[src/rtl/sync_fifo_s1_sf_pkg.sv]
// Shared types and sizing helpers for the single-clock FIFO and its control block.
package sync_fifo_s1_sf_pkg;

    typedef enum int {
        STICKY_PTR = 0,
        STICKY     = 1,
        NONSTICKY  = 2
    } err_mode_e;

    typedef enum int {
        SYNC_MEM   = 2,
        SYNC_NOMEM = 3
    } rst_mode_e;

    // Count must represent 0..words inclusive.
    function automatic int cntWidth(input int words);
        return $clog2(words + 1);
    endfunction

    function automatic int ptrWidth(input int words);
        return (words < 2) ? 1 : $clog2(words);
    endfunction

endpackage

[src/rtl/sync_fifo_s1_sf_ctl.sv]
// FIFO control: read/write pointers, word count, registered status flags and error tracking.
module sync_fifo_s1_sf_ctl
    import sync_fifo_s1_sf_pkg::*;
#(
    parameter int depth    = 4,
    parameter int ae_level = 1,
    parameter int af_level = 1,
    parameter int err_mode = 2
) (
    input  logic                       clk,
    input  logic                       rst_n,
    input  logic                       push_req_n,
    input  logic                       pop_req_n,
    output logic                       wrEn,
    output logic [ptrWidth(depth)-1:0] wrAddr,
    output logic [ptrWidth(depth)-1:0] rdAddr,
    output logic                       empty,
    output logic                       almost_empty,
    output logic                       half_full,
    output logic                       almost_full,
    output logic                       full,
    output logic                       error
);

    localparam int PtrW = ptrWidth(depth);
    localparam int CntW = cntWidth(depth);
    localparam logic [PtrW-1:0] LastPtr  = PtrW'(depth - 1);
    localparam logic [CntW-1:0] DepthCnt = CntW'(depth);
    localparam logic [CntW-1:0] AeCnt    = CntW'(ae_level);
    localparam logic [CntW-1:0] HfCnt    = CntW'((depth + 1) / 2);
    localparam logic [CntW-1:0] AfCnt    = CntW'(depth - af_level);

    logic [PtrW-1:0] wrPtrReg, wrPtrNext, rdPtrReg, rdPtrNext;
    logic [CntW-1:0] countReg, countNext, ptrSpan;
    logic            emptyReg, almostEmptyReg, halfFullReg, almostFullReg, fullReg, errorReg;
    logic            pushOk, popOk, overflow, underflow, ptrMismatch, errorNext;

    // Pointers wrap explicitly so non-power-of-two depths work.
    function automatic logic [PtrW-1:0] bumpPtr(input logic [PtrW-1:0] ptr);
        return (ptr == LastPtr) ? '0 : ptr + 1'b1;
    endfunction

    always_comb begin
        pushOk    = ~push_req_n & ~fullReg;
        popOk     = ~pop_req_n & ~emptyReg;
        overflow  = ~push_req_n & fullReg;
        underflow = ~pop_req_n & emptyReg;
        wrPtrNext = pushOk ? bumpPtr(wrPtrReg) : wrPtrReg;
        rdPtrNext = popOk ? bumpPtr(rdPtrReg) : rdPtrReg;
        countNext = countReg;
        if (pushOk && !popOk) begin
            countNext = countReg + 1'b1;
        end else if (popOk && !pushOk) begin
            countNext = countReg - 1'b1;
        end
        // A full FIFO has equal pointers, so the pointer span reads as zero.
        ptrSpan = (wrPtrReg >= rdPtrReg) ? CntW'(wrPtrReg) - CntW'(rdPtrReg)
                                         : CntW'(wrPtrReg) + DepthCnt - CntW'(rdPtrReg);
        ptrMismatch = ptrSpan != ((countReg == DepthCnt) ? '0 : countReg);
        if (err_mode == int'(NONSTICKY)) begin
            errorNext = overflow | underflow;
        end else if (err_mode == int'(STICKY)) begin
            errorNext = errorReg | overflow | underflow;
        end else begin
            errorNext = errorReg | overflow | underflow | ptrMismatch;
        end
    end

    always_ff @(posedge clk) begin
        if (!rst_n) begin
            wrPtrReg       <= '0;
            rdPtrReg       <= '0;
            countReg       <= '0;
            emptyReg       <= 1'b1;
            almostEmptyReg <= 1'b1;
            halfFullReg    <= 1'b0;
            almostFullReg  <= 1'b0;
            fullReg        <= 1'b0;
            errorReg       <= 1'b0;
        end else begin
            wrPtrReg       <= wrPtrNext;
            rdPtrReg       <= rdPtrNext;
            countReg       <= countNext;
            emptyReg       <= countNext == '0;
            almostEmptyReg <= countNext <= AeCnt;
            halfFullReg    <= countNext >= HfCnt;
            almostFullReg  <= countNext >= AfCnt;
            fullReg        <= countNext == DepthCnt;
            errorReg       <= errorNext;
        end
    end

    assign wrEn         = pushOk;
    assign wrAddr       = wrPtrReg;
    assign rdAddr       = rdPtrReg;
    assign empty        = emptyReg;
    assign almost_empty = almostEmptyReg;
    assign half_full    = halfFullReg;
    assign almost_full  = almostFullReg;
    assign full         = fullReg;
    assign error        = errorReg;

endmodule

[src/rtl/sync_fifo_s1_sf.sv]
// Single-clock FIFO: word storage with a combinational head-word read; control lives in sync_fifo_s1_sf_ctl.
module sync_fifo_s1_sf
    import sync_fifo_s1_sf_pkg::*;
#(
    parameter int width    = 32,
    parameter int depth    = 4,
    parameter int ae_level = 1,
    parameter int af_level = 1,
    parameter int err_mode = 2,
    parameter int rst_mode = 3
) (
    input  logic             clk,
    input  logic             rst_n,
    input  logic             push_req_n,
    input  logic             pop_req_n,
    input  logic             diag_n,
    input  logic [width-1:0] data_in,
    output logic             empty,
    output logic             almost_empty,
    output logic             half_full,
    output logic             almost_full,
    output logic             full,
    output logic             error,
    output logic [width-1:0] data_out
);

    localparam int PtrW = ptrWidth(depth);

    if (width < 1 || width > 256) begin : gBadWidth
        $error("sync_fifo_s1_sf: width %0d outside 1..256", width);
    end
    if (depth < 2 || depth > 256) begin : gBadDepth
        $error("sync_fifo_s1_sf: depth %0d outside 2..256", depth);
    end
    if (ae_level < 1 || ae_level > depth - 1) begin : gBadAe
        $error("sync_fifo_s1_sf: ae_level %0d outside 1..depth-1", ae_level);
    end
    if (af_level < 1 || af_level > depth - 1) begin : gBadAf
        $error("sync_fifo_s1_sf: af_level %0d outside 1..depth-1", af_level);
    end
    if (err_mode < 0 || err_mode > 2) begin : gBadErr
        $error("sync_fifo_s1_sf: err_mode %0d outside 0..2", err_mode);
    end
    if (rst_mode != 2 && rst_mode != 3) begin : gBadRst
        $error("sync_fifo_s1_sf: rst_mode %0d must be 2 or 3", rst_mode);
    end

    logic [width-1:0] memReg [depth];
    logic             wrEn;
    logic [PtrW-1:0]  wrAddr, rdAddr;
    logic             unusedDiag;

    assign unusedDiag = diag_n;

    sync_fifo_s1_sf_ctl #(
        .depth    (depth),
        .ae_level (ae_level),
        .af_level (af_level),
        .err_mode (err_mode)
    ) ctl (
        .clk          (clk),
        .rst_n        (rst_n),
        .push_req_n   (push_req_n),
        .pop_req_n    (pop_req_n),
        .wrEn         (wrEn),
        .wrAddr       (wrAddr),
        .rdAddr       (rdAddr),
        .empty        (empty),
        .almost_empty (almost_empty),
        .half_full    (half_full),
        .almost_full  (almost_full),
        .full         (full),
        .error        (error)
    );

    // Reset never writes a word; it only clears storage when rst_mode asks for it.
    always_ff @(posedge clk) begin
        if (!rst_n) begin
            if (rst_mode == int'(SYNC_MEM)) begin
                for (int i = 0; i < depth; i++) begin
                    memReg[i] <= '0;
                end
            end
        end else if (wrEn) begin
            memReg[wrAddr] <= data_in;
        end
    end

    assign data_out = memReg[rdAddr];

endmodule

[config.mk]
export PLATFORM = sky130hd
export DESIGN_NAME = sync_fifo_s1_sf
export DESIGN_NICKNAME = d
export VERILOG_FILES = /design/src/rtl/sync_fifo_s1_sf_pkg.sv /design/src/rtl/sync_fifo_s1_sf_ctl.sv /design/src/rtl/sync_fifo_s1_sf.sv
export SDC_FILE = /design/constraint.sdc
export NUM_CORES = 1
export LEC_CHECK = 0
export CAP_MARGIN = 20
export CORE_ASPECT_RATIO = 1.25
export CORE_MARGIN = 2
export CORE_UTILIZATION = 44
export CTS_BUF_LIST = sky130_fd_sc_hd__clkbuf_16
export CTS_CLUSTER_DIAMETER = 120
export DETAILED_ROUTE_END_ITERATION = 16
export PLACE_DENSITY = 0.69
export SLEW_MARGIN = 20
export SYNTH_ARGS = -nofsm -noshare
export SYNTH_HDL_FRONTEND = slang
export SYNTH_SLANG_ARGS = --single-unit
export TNS_END_PERCENT = 20
[constraint.sdc]
create_clock -name clk -period 2.7 [get_ports clk]
set_input_delay 0.81 -clock clk [delete_from_list [all_inputs] [get_ports clk]]
set_output_delay 0.81 -clock clk [all_outputs]
set_load 0.02 [all_outputs]
Word-level counts from Yosys, hierarchy flattened
Memory sizes are Yosys's and may differ from the RTL's. A register that Yosys moved wholly into a read port is not among the register bits.
Cells that the tools add are included.
{"block": "classes", "addsub": 4, "mul": 0, "div_mod_pow": 0, "order_cmp": 3, "eq_ne": 3, "shifts": 0, "mux": 9, "n_bitwise": 9, "reduce_logical": 5}
{"op": "$mux W2", "count": 4}
{"op": "$ge A3 B2 Y1 const B", "count": 2}
{"op": "$mux W3", "count": 2}
{"op": "$add A2 B1 Y2 const B", "count": 2}
{"op": "$and A1 B1 Y1", "count": 4}
{"op": "$eq A2 B2 Y1 const B", "count": 2}
{"op": "$not A1 Y1", "count": 4}
{"op": "$add A3 B1 Y3 const B", "count": 1}
{"op": "$eq A3 B3 Y1 const B", "count": 1}
{"op": "$le A3 B1 Y1 const B", "count": 1}
{"op": "$logic_not A3 Y1", "count": 1}
{"op": "$mux W1", "count": 3}
{"op": "$sub A3 B1 Y3 const B", "count": 1}
{"op": "$logic_and A1 B1 Y1", "count": 2}
{"op": "$logic_not A1 Y1", "count": 2}
{"op": "$or A1 B1 Y1", "count": 1}
{"block": "word_totals", "reg_bits": 13, "latchBits": 0, "ramBits": 128, "romBits": 0, "in_bits": 37, "memories": 1}
{"name": "memReg", "depth": 4, "word_bits": 32, "read_ports": 1, "rd_ports_with_merged_regs": 1, "write_ports": 1, "line": "sync_fifo_s1_sf.sv:48", "rtl": "logic [width-1:0] memReg [depth];"}

Longest topological paths before layout
Gate-level depths: netlist of run 1.
{"block": "logic_depth", "ltp_word": 7, "mapped_depth": 6}

Cells and area by module
From an unflattened synthesis of run 1, not the netlist that was laid out.
{"block": "hier_totals", "hier_cells": 243, "area_unflattened_um2": 5348.9}
{"module": "sync_fifo_s1_sf", "instances": 1, "cells_per_inst": 171, "area_per_inst_um2": 4697.0, "seq_area_each_um2": 3843.7}
{"module": "sync_fifo_s1_sf_ctl", "instances": 1, "cells_per_inst": 72, "area_per_inst_um2": 651.9, "seq_area_each_um2": 260.2}

Worst setup path after synthesis of run 1
Ideal clock, no wire load.
{"block": "synth_timing", "path_type": "input to register", "start": "input port push_req_n", "end": "memory memReg[0][0], enable pin", "setup_ns": 0.392, "t_arrival_ns": 1.898, "slack_ns": 0.409, "stages": 2, "path_buffers": 0, "path_cell_list": "nor2_2 and3_1"}
{"block": "synth_between", "elab_chain_cells": 5}
{"item": "start: declaration", "line": "sync_fifo_s1_sf.sv:14", "rtl": "input logic push_req_n,"}
{"item": "$not A1 Y1", "line": "sync_fifo_s1_sf_ctl.sv:44", "rtl": "pushOk = ~push_req_n & ~fullReg;"}
{"item": "$and A1 B1 Y1", "line": "sync_fifo_s1_sf_ctl.sv:44"}
{"item": "$mux W1", "line": "sync_fifo_s1_sf.sv:84", "rtl": "end else if (wrEn) begin"}
{"item": "$mux W1", "line": "sync_fifo_s1_sf.sv:78", "rtl": "if (!rst_n) begin"}
{"item": "$mux W1 (not written as such)", "line": "sync_fifo_s1_sf.sv:85", "rtl": "memReg[wrAddr] <= data_in;"}
{"item": "end: declaration", "line": "sync_fifo_s1_sf.sv:48"}
Every way passes these cells.

==> results of run 1 <==
-- what timing repair did --
action | 4_1_cts | 5_1_grt
endpoints found under the setup margin | 32 | 5
resized for setup | 41 | 17
setup buffers | 2 | 0
cloned | 0 | 1
endpoints found under the hold margin | 0 | 0
-- cells by family (layout without fill, tap and decap cells) --
kind of cell               count (synthesis)  in the layout  share of synthesized area
buffers and inverters                     15            129                     0.0133
muxes                                     32             32                      0.134
xor gates and xnor gates                   1              1                    0.00163
DFF                                      143            143                      0.771
AOI/OAI and AO/OA                         19             19                     0.0249
adders and majority gates                  7              7                     0.0163
and+or+nand+nor                           38             38                     0.0389
-- Yosys cell counts (all sizes together) --
| master | number | share of area |
|---|---|---|
| nor3 | 7 | 0.0065 |
| edfxtp | 128 | 0.72 |
| a22oi | 1 | 0.0014 |
| a211o | 1 | 0.0016 |
| nand3 | 3 | 0.0028 |
| o21ai | 3 | 0.0028 |
| nor2 | 6 | 0.0047 |
| mux4 | 32 | 0.13 |
| or2b | 1 | 0.0014 |
| o221ai | 1 | 0.0016 |
| buf | 6 | 0.0070 |
| or3 | 1 | 0.0012 |
| o31ai | 1 | 0.0014 |
| or4 | 1 | 0.0014 |
| inv | 5 | 0.0035 |
| xnor2 | 1 | 0.0016 |
| or2 | 2 | 0.0023 |
| nand4 | 1 | 0.0012 |
| and2 | 1 | 0.0012 |
| ha | 7 | 0.016 |
| clkbuf | 4 | 0.0028 |
| nand3b | 1 | 0.0014 |
| o211ai | 1 | 0.0014 |
| a21oi | 5 | 0.0047 |
| a21o | 2 | 0.0028 |
| dfxtp | 15 | 0.056 |
| o31a | 2 | 0.0049 |
| and3 | 6 | 0.0079 |
| and3b | 1 | 0.0016 |
| a31oi | 2 | 0.0023 |
| nand2 | 6 | 0.0042 |
| nand2b | 1 | 0.0012 |
-- tightest hold or removal path: cells and delay by family, from the launching register on --
kind / cells / cell delay, ns
AO/OA/AOI/OAI: 1 / 0.08
flip-flops: 1 / 0.31
AND/OR/NAND/NOR: 1 / 0.05
-- state kept, by name (all words and copies together) (netlist names), named ones only --
signal / flops
memReg: 128
ctl.countReg: 3
ctl.empty: 1
ctl.rdAddr: 2
ctl.wrAddr: 2
ctl.almost_full: 1
ctl.full: 1
ctl.half_full: 1
ctl.almost_empty: 1
ctl.error: 1
-- power by group through the flow --
stage          Combinational (mW)  Sequential [mW]  Clock, mW
2_1_floorplan               0.505             2.63          0
5_1_grt                     0.959             2.59       2.21
3_5_place_dp                0.940             2.62          0
3_3_place_gp                0.933             2.62          0
4_1_cts                     0.890             2.58       2.12
6_report                    0.893             2.58       2.07
-- per-stage QoR --
step,power (mW),cells
after CTS,5.59,532
after floorplan,3.14,255
after global routing,5.76,533
after global placement,3.55,498
after detailed placement,3.56,498
final,5.54,533
-- worst paths after layout --
kind                         to  slack [ns]
hold reg to reg            flop        0.50
hold / removal             flop        0.50
setup reg to reg  ctl.half_full        0.95
setup / recovery   data_out[26]        0.07
-- final cells by class --
type	count	area (µm²)	area share
flip-flops and latches	143	4150	0.592
multi-input cells	97	1160	0.166
repair buffers	92	935	0.133
clock buffers	17	425	0.0607
well taps	164	205	0.0293
clock inverters	15	105	0.0150
inverters	5	18.8	0.00268
-- layer usage --
metal  track usage  vias up
met5             0        -
met4        0.0550        0
met3        0.0503       10
met2         0.250       67
met1         0.200     1379
li1              -     1263
==> reports/metrics.yaml, run 1 <==
status: "complete, no violations"
gp_congestion: 0.783
first_pass_grt_wire_length_um: 14800
tritoncts: "done"
port_buffers: 73
finalWirelength_um: 9400
effective_utilization_at_floorplan: 0.446
first_global_vias: 2790
synthToLayoutAreaGrowth_pct: 30.3
wl_met3_um: 367
worst_setup_path_start_kind: "flop"
source_to_sink_clock_delay_at_the_later_pin_of_the_worst_skew_pair_ns: 0.40
syn_nets: 299
post-route-cell-area_um2: 7000
finClkSkew_ns: 0.00960
clk_pin_slew_ns: 0.06
max-vdd-ir-drop_v: 0.000406
internal_power_consumption_mw: 4.21
timing.hold.worst.start: "ctl.rdAddr[1]"
grt_max_degree: 26
cap_viol_max_count: 0
cpLargestDelayFamily: "buffers and inverters"
combined_area_of_all_synthesized_cells_um2: 5380
yosys_reg_bits: 143
p_leak_nw: 2.35
ys_types: 40
crit_arrival_ns: 1.82
drive_above_1_share: 0.252
combinationalPowerShare: 0.161
power.share.switching: 0.239
highest-signal-layer: "met4"
pwr-share-clk: 0.373
timing.max_slew.rel_slack: 0.770
die-height_um: 128
worst_hold_path_type: "reg -> reg"
required_ns: 1.89
netlist_instances: 255
cts_buffers: 17
final_setup_fails: 0
fillCellCount: 959
cts.root.buffer_cell: "clkbuf_16"
rsz0062_at_grt: "no"
cts.sinks: 143
cpMaxStageDelayCell: "mux4_2"
worst-slew-pin-transition_ns: 0.343
critical_path_depth: 3
placeableCoreArea_um2: 12000
post-route-period-util: 0.972
crit_type: "reg -> out"
firstDrtPassIters: 5
slowest_delay_ns: 0.50
power.density_nw_per_um2: 791
worst_hold_slack_ns: 0.498
ctsLongestPathBuffers: 2
count_of_endpoints_failing_hold_in_the_final_timing_report: 0
ys_seq_area_frac: 0.771
post-route-util: 0.581
reg2reg_from: "ctl.countReg[0]"
setup-tns-final_ns: 0
antenna_left: 0
drc: 0
post_dp_cell_area_um2: 6470
worst_path_fanout_max: 5
achievable-frequency_mhz: 381
number_of_antenna_violations_at_the_first_check_in_global_routing: 0
drtIter0Drc: 143
final_critical_path_setup_slack_ns: 0.0749
routed_wire_length_per_instance_um: 17.6
fp.dieArea_um2: 13100
synthesis_warning_total: 0
reg2regPathDepth: 5
finalCriticalPeriod_ns: 2.63
worstHoldPathCells: 2
drt-vias-per-instance: 5.10
global_route.overflow_total: 0
final_cell_mix: "edfxtp_1 (128), clkdlybuf4s50_1 (41), mux4_2 (32)"
grt_util_all_layers: 0.156
post_synth.cell_area_avg_um2: 21.1
crit_path_end_kind: "primary output"
vias: 2719
cts_hold_buf: 0
drv_slew: 0
dpl_ws_ns: 0.156
htree_levels: 4
antenna-diode-count: 0
finish.net_count: 400
worst_path_cell_chain: "buf_4, mux4_2, dlygate4sd2_1"
wirelength_met1_um: 4100
fp.dieW_um: 103
power_frac_seq: 0.466
met2RoutedLength_um: 4830
cp_num_buf_inv: 2
hpwl_um: 5870
std_cell_rows: 45
net-switching-power_mw: 1.33
top_level_ports: 75
mostFrequentLayoutCell: "edfxtp_1"
Power figures use the tool's default switching activity.
==> run 2, diff against run 1 <==
Settings changed: PLACE_DENSITY 0.69 to default, PLACE_DENSITY_LB_ADDON from default to 0.05.
==> run 2 against run 1 <==
Clock skew is 0.0024 ns lower. Largest cell class unchanged. Sequential power about the same. Critical endpoint is now data_out[30]. Hold slack got worse by 0.016 ns. Largest power group is now the clock network. Critical path type unchanged.
==> reports/metrics.yaml, run 2 (synthesized netlist as in run 1, its figures left out) <==
status: "complete, no violations"
drtIter0Drc: 153
count_of_endpoints_failing_hold_in_the_final_timing_report: 0
gr-max-usage-layer: "met2"
gp_congestion: 0.807
p_leak_nw: 2.41
cpMaxStageDelayCell: "mux4_2"
crit_type: "reg -> out"
worst_hold_slack_ns: 0.482
multiInputGateArea_um2: 1160
setup-tns-final_ns: 0
finalCriticalPeriod_ns: 2.64
top_level_ports: 75
power.density_nw_per_um2: 852
worst_path_fanout_max: 7
max-vdd-ir-drop_v: 0.000426
finalPower_mw: 6.08
crit_arrival_ns: 1.83
grt_max_degree: 33
hpwl_um: 5740
vias: 2711
clk_pin_slew_ns: 0.05
timing.max_slew.rel_slack: 0.776
ctsLongestPathBuffers: 2
fillCellCount: 963
required_ns: 1.89
global_route.overflow_total: 0
first_global_vias: 2934
source_to_sink_clock_delay_at_the_later_pin_of_the_worst_skew_pair_ns: 0.40
cts_hold_buf: 0
final_cell_mix: "edfxtp_1 (128), clkdlybuf4s50_1 (41), mux4_2 (32)"
slowest_delay_ns: 0.51
finalWirelength_um: 9680
tritoncts: "done"
first_pass_grt_wire_length_um: 15200
mostFrequentLayoutCell: "edfxtp_1"
antenna-diode-count: 0
firstDrtPassIters: 4
reg_top3: "memReg x128, ctl.countReg x3"
groute.layer.met2.usage: 0.279
port_buffers: 73
cts.root.buffer_cell: "clkbuf_16"
achievable-frequency_mhz: 379
routed_wire_length_per_instance_um: 18.3
worst_hold_path_type: "reg -> reg"
worst_path_cell_chain: "clkbuf_16, mux4_2, dlygate4sd2_1"
grt_util_all_layers: 0.161
effective_utilization_at_floorplan: 0.446
die-height_um: 128
fp.dieArea_um2: 13100
drive_above_1_share: 0.238
worst_setup_path_start_kind: "flop"
fp.dieW_um: 103
finClkSkew_ns: 0.00717
synthToLayoutAreaGrowth_pct: 32.8
grt_util_met1: 0.184
cap_viol_max_count: 0
sequential_cell_area_um2: 4150
cts_buffers: 17
worst-slew-pin-transition_ns: 0.333
use_met3: 0.0498
antenna_left: 0
post-route-period-util: 0.978
placeableCoreArea_um2: 12000
std_cell_rows: 45
largest_register_ff_count: 128
rsz0062_at_grt: "no"
htree_levels: 4
drc: 0
number_of_antenna_violations_at_the_first_check_in_global_routing: 0
top_register: "memReg"
finish.net_count: 397
crit_path_end_kind: "primary output"
drv_slew: 0
drt-vias-per-instance: 5.12
final_setup_fails: 0
cts.sinks: 143
==> run 2: changes by cell type in the layout (fill, tap and decap cells not counted) <==
cell,before,now
dlygate4sd2_1,15,23
clkinv_2,5,1
buf_2,3,1
clkdlybuf4s15_1,12,7
clkinvlp_4,3,1
clkbuf_2,2,1
clkinv_1,4,3
bufinv_16,1,7
buf_12,7,8
buf_4,11,7
==> run 2: final timing paths <==
kind                       to            start  slack [ns]  cells after the start
max              data_out[30]             flop        0.06                      3
min                      flop    ctl.rdAddr[1]        0.48                      2
max reg2reg  ctl.almost_empty  ctl.countReg[0]        0.95                      5
min reg2reg              flop    ctl.rdAddr[1]        0.48                      2
==> run 2: cell type report <==
class                   count  area share
multi-input cells          97       0.163
clock buffers              17      0.0596
repair buffers             89       0.130
clock inverters            14      0.0345
flip-flops and latches    143       0.581
well taps                 164      0.0287
inverters                   5     0.00263
==> run 2: power breakdown <==
| part | leakage, nW | switching, mW | internal (mW) | total, mW |
|---|---|---|---|---|
| registers | 1.29 | 0.0572 | 2.52 | 2.58 |
| clock network | 0.327 | 0.815 | 1.81 | 2.62 |
| logic | 0.795 | 0.437 | 0.444 | 0.882 |
| total | 2.41 | 1.31 | 4.77 | 6.08 |
==> run 2: what timing repair did <==
item / 4_1_cts / 5_1_grt
cloned: 0 / 1
buffers inserted: 1 / 0
resized for setup: 35 / 10
endpoints found under the setup margin: 32 / 17
==> run 2: metal layers <==
metal | share of wire | wire length, µm | vias to the layer above
met2 | 0.53 | 5130 | 53
met1 | 0.41 | 4010 | 1395
met5 | 0 | 0 | -
met4 | 0.014 | 140 | 0
li1 | - | - | 1252
met3 | 0.041 | 397 | 11
==> run 2: critical path, delay by kind of cell, from the launching register on <==
kind,cells,cell delay (ns)
flops,1,0.40
mux,1,0.51
buf+inv,2,0.51
==> run 2: metrics by stage <==
step	cells	util	area, µm²	worst slack (ns)
2_1_floorplan	255	-	5380	0.409
3_3_place_gp	496	0.537	6470	0.212
3_5_place_dp	496	0.537	6470	0.207
4_1_cts	528	0.590	7110	0.000887
5_1_grt	529	0.593	7140	0.000610
6_report	529	0.593	7140	0.0604
==> run 3, diff against run 2 <==
Settings changed: PLACE_DENSITY from default to 0.71, PLACE_DENSITY_LB_ADDON 0.05 to default.
==> run 3 against run 2 <==
Register-to-register slack barely moved. Largest power group is now sequential cells. Clock power fell by 23%. Critical endpoint is now data_out[11]. Non-clock buffer count fell by 2. Sequential power barely moved. Flip-flop and latch count did not move. Via count fell by 0.30%. Total power fell by 9.8%. Critical path type unchanged. Die area did not move.
==> reports/metrics.yaml, run 3 (synthesized netlist as in run 1, its figures left out) <==
top_level_ports: 75
grt_max_degree: 33
combinationalPowerShare: 0.163
firstDrtPassIters: 4
placeableCoreArea_um2: 12000
reg_top3: "memReg x128, ctl.countReg x3"
slowest_delay_ns: 0.50
post-route-period-util: 0.982
cts_hold_buf: 0
pwr-share-clk: 0.366
internal_power_consumption_mw: 4.20
vias: 2703
post-route-util: 0.579
final_cell_mix: "edfxtp_1 (128), clkdlybuf4s50_1 (41), mux4_2 (32)"
effective_utilization_at_floorplan: 0.446
worst_hold_path_type: "reg -> reg"
mostFrequentLayoutCell: "edfxtp_1"
grt_util_all_layers: 0.158
count_of_endpoints_failing_hold_in_the_final_timing_report: 0
drtIter0Drc: 205
net-switching-power_mw: 1.29
required_ns: 1.89
timing.max_slew.rel_slack: 0.781
setup-tns-final_ns: 0
fin_cells: 526
final_setup_fails: 0
timing.reg2reg.setup_slack_ns: 0.94
worst_path_fanout_max: 6
cts.root.buffer_cell: "clkbuf_16"
first_global_vias: 2920
ctsLongestPathBuffers: 2
crit_arrival_ns: 1.84
routed_wire_length_per_instance_um: 18.4
finalCriticalPeriod_ns: 2.65
highest-signal-layer: "met4"
rsz0062_at_grt: "no"
cts.sinks: 143
drt-vias-per-instance: 5.14
cts_buffers: 17
status: "complete, no violations"
drv_slew: 0
met2RoutedLength_um: 5390
first_pass_grt_wire_length_um: 15000
largest_register_ff_count: 128
synthToLayoutAreaGrowth_pct: 29.7
number_of_antenna_violations_at_the_first_check_in_global_routing: 0
fillCellCount: 926
gp_congestion: 0.887
placed_cells: 493
dpl_ws_ns: 0.174
wirelength_met1_um: 3650
crit_type: "reg -> out"
finalPower_mw: 5.49
worst_path_cell_chain: "clkbuf_16, mux4_2, dlygate4sd2_1"
crit_path_end_kind: "primary output"
tritoncts: "done"
port_buffers: 73
antenna_left: 0
drive_above_1_share: 0.227
worst_setup_path_start_kind: "flop"
achievable-frequency_mhz: 377
finClkSkew_ns: 0.00915
htree_levels: 4
fp.dieArea_um2: 13100
power.density_nw_per_um2: 787
die-height_um: 128
source_to_sink_clock_delay_at_the_later_pin_of_the_worst_skew_pair_ns: 0.40
top_register: "memReg"
finish.net_count: 395
finalWirelength_um: 9660
worst-slew-pin-transition_ns: 0.328
power.share.switching: 0.235
cpMaxStageDelayCell: "mux4_2"
std_cell_rows: 45
p_leak_nw: 2.34
cap_viol_max_count: 0
global_route.overflow_total: 0
final_critical_path_setup_slack_ns: 0.0482
antenna-diode-count: 0
hpwl_um: 5950
wl_met3_um: 554
drc: 0
clk_pin_slew_ns: 0.05
max-vdd-ir-drop_v: 0.000447
power_frac_seq: 0.471
fp.dieW_um: 103
-- run 3: area by class of cell --
| class | instances | area [µm²] | share of cell area |
|---|---|---|---|
| clock buffers | 17 | 425 | 0.0610 |
| repair buffers | 87 | 922 | 0.132 |
| clock inverters | 13 | 85.1 | 0.0122 |
| well taps | 164 | 205 | 0.0294 |
| flip-flops and latches | 143 | 4150 | 0.595 |
| multi-input cells | 97 | 1160 | 0.167 |
| inverters | 5 | 18.8 | 0.00269 |
-- run 3: through the flow --
stage | hold WS [ns] | area, µm²
floorplan | 0.454 | 5380
global placement | 0.461 | 6440
detailed placement | 0.491 | 6440
CTS | 0.499 | 6910
global route | 0.532 | 6970
finish | 0.502 | 6970
-- run 3: worst max-delay path, delay by kind of cell, from the launching register on --
kind	cells	cell delay [ns]
buffers and inverters	2	0.53
DFF	1	0.42
muxes	1	0.50
-- run 3: final timing paths --
kind | to | cells after the start | from
setup / recovery | data_out[11] | 3 | flop
hold / removal | ctl.wrAddr[1] | 2 | ctl.wrAddr[1]
setup reg to reg | ctl.half_full | 5 | ctl.countReg[0]
hold reg to reg | ctl.wrAddr[1] | 2 | ctl.wrAddr[1]
-- run 3: routing by layer --
metal	vias to the layer above	track usage
li1	1240	-
met1	1384	0.179
met2	77	0.281
met3	2	0.0465
met4	0	0.0542
met5	-	0
-- run 3: repair_timing --
action / CTS / global route
cloned: 0 / 2
setup endpoints to repair: 32 / 14
buffers inserted: 1 / 0
gates resized for setup: 39 / 9
hold endpoints to repair: 0 / 0
-- run 3: power groups by stage --
stage	Clock [mW]	Sequential (mW)	Combinational, mW
3_3_place_gp	0	2.62	0.918
6_report	2.01	2.59	0.894
2_1_floorplan	0	2.63	0.505
4_1_cts	2.05	2.58	0.876
3_5_place_dp	0	2.62	0.932
5_1_grt	2.14	2.60	0.964
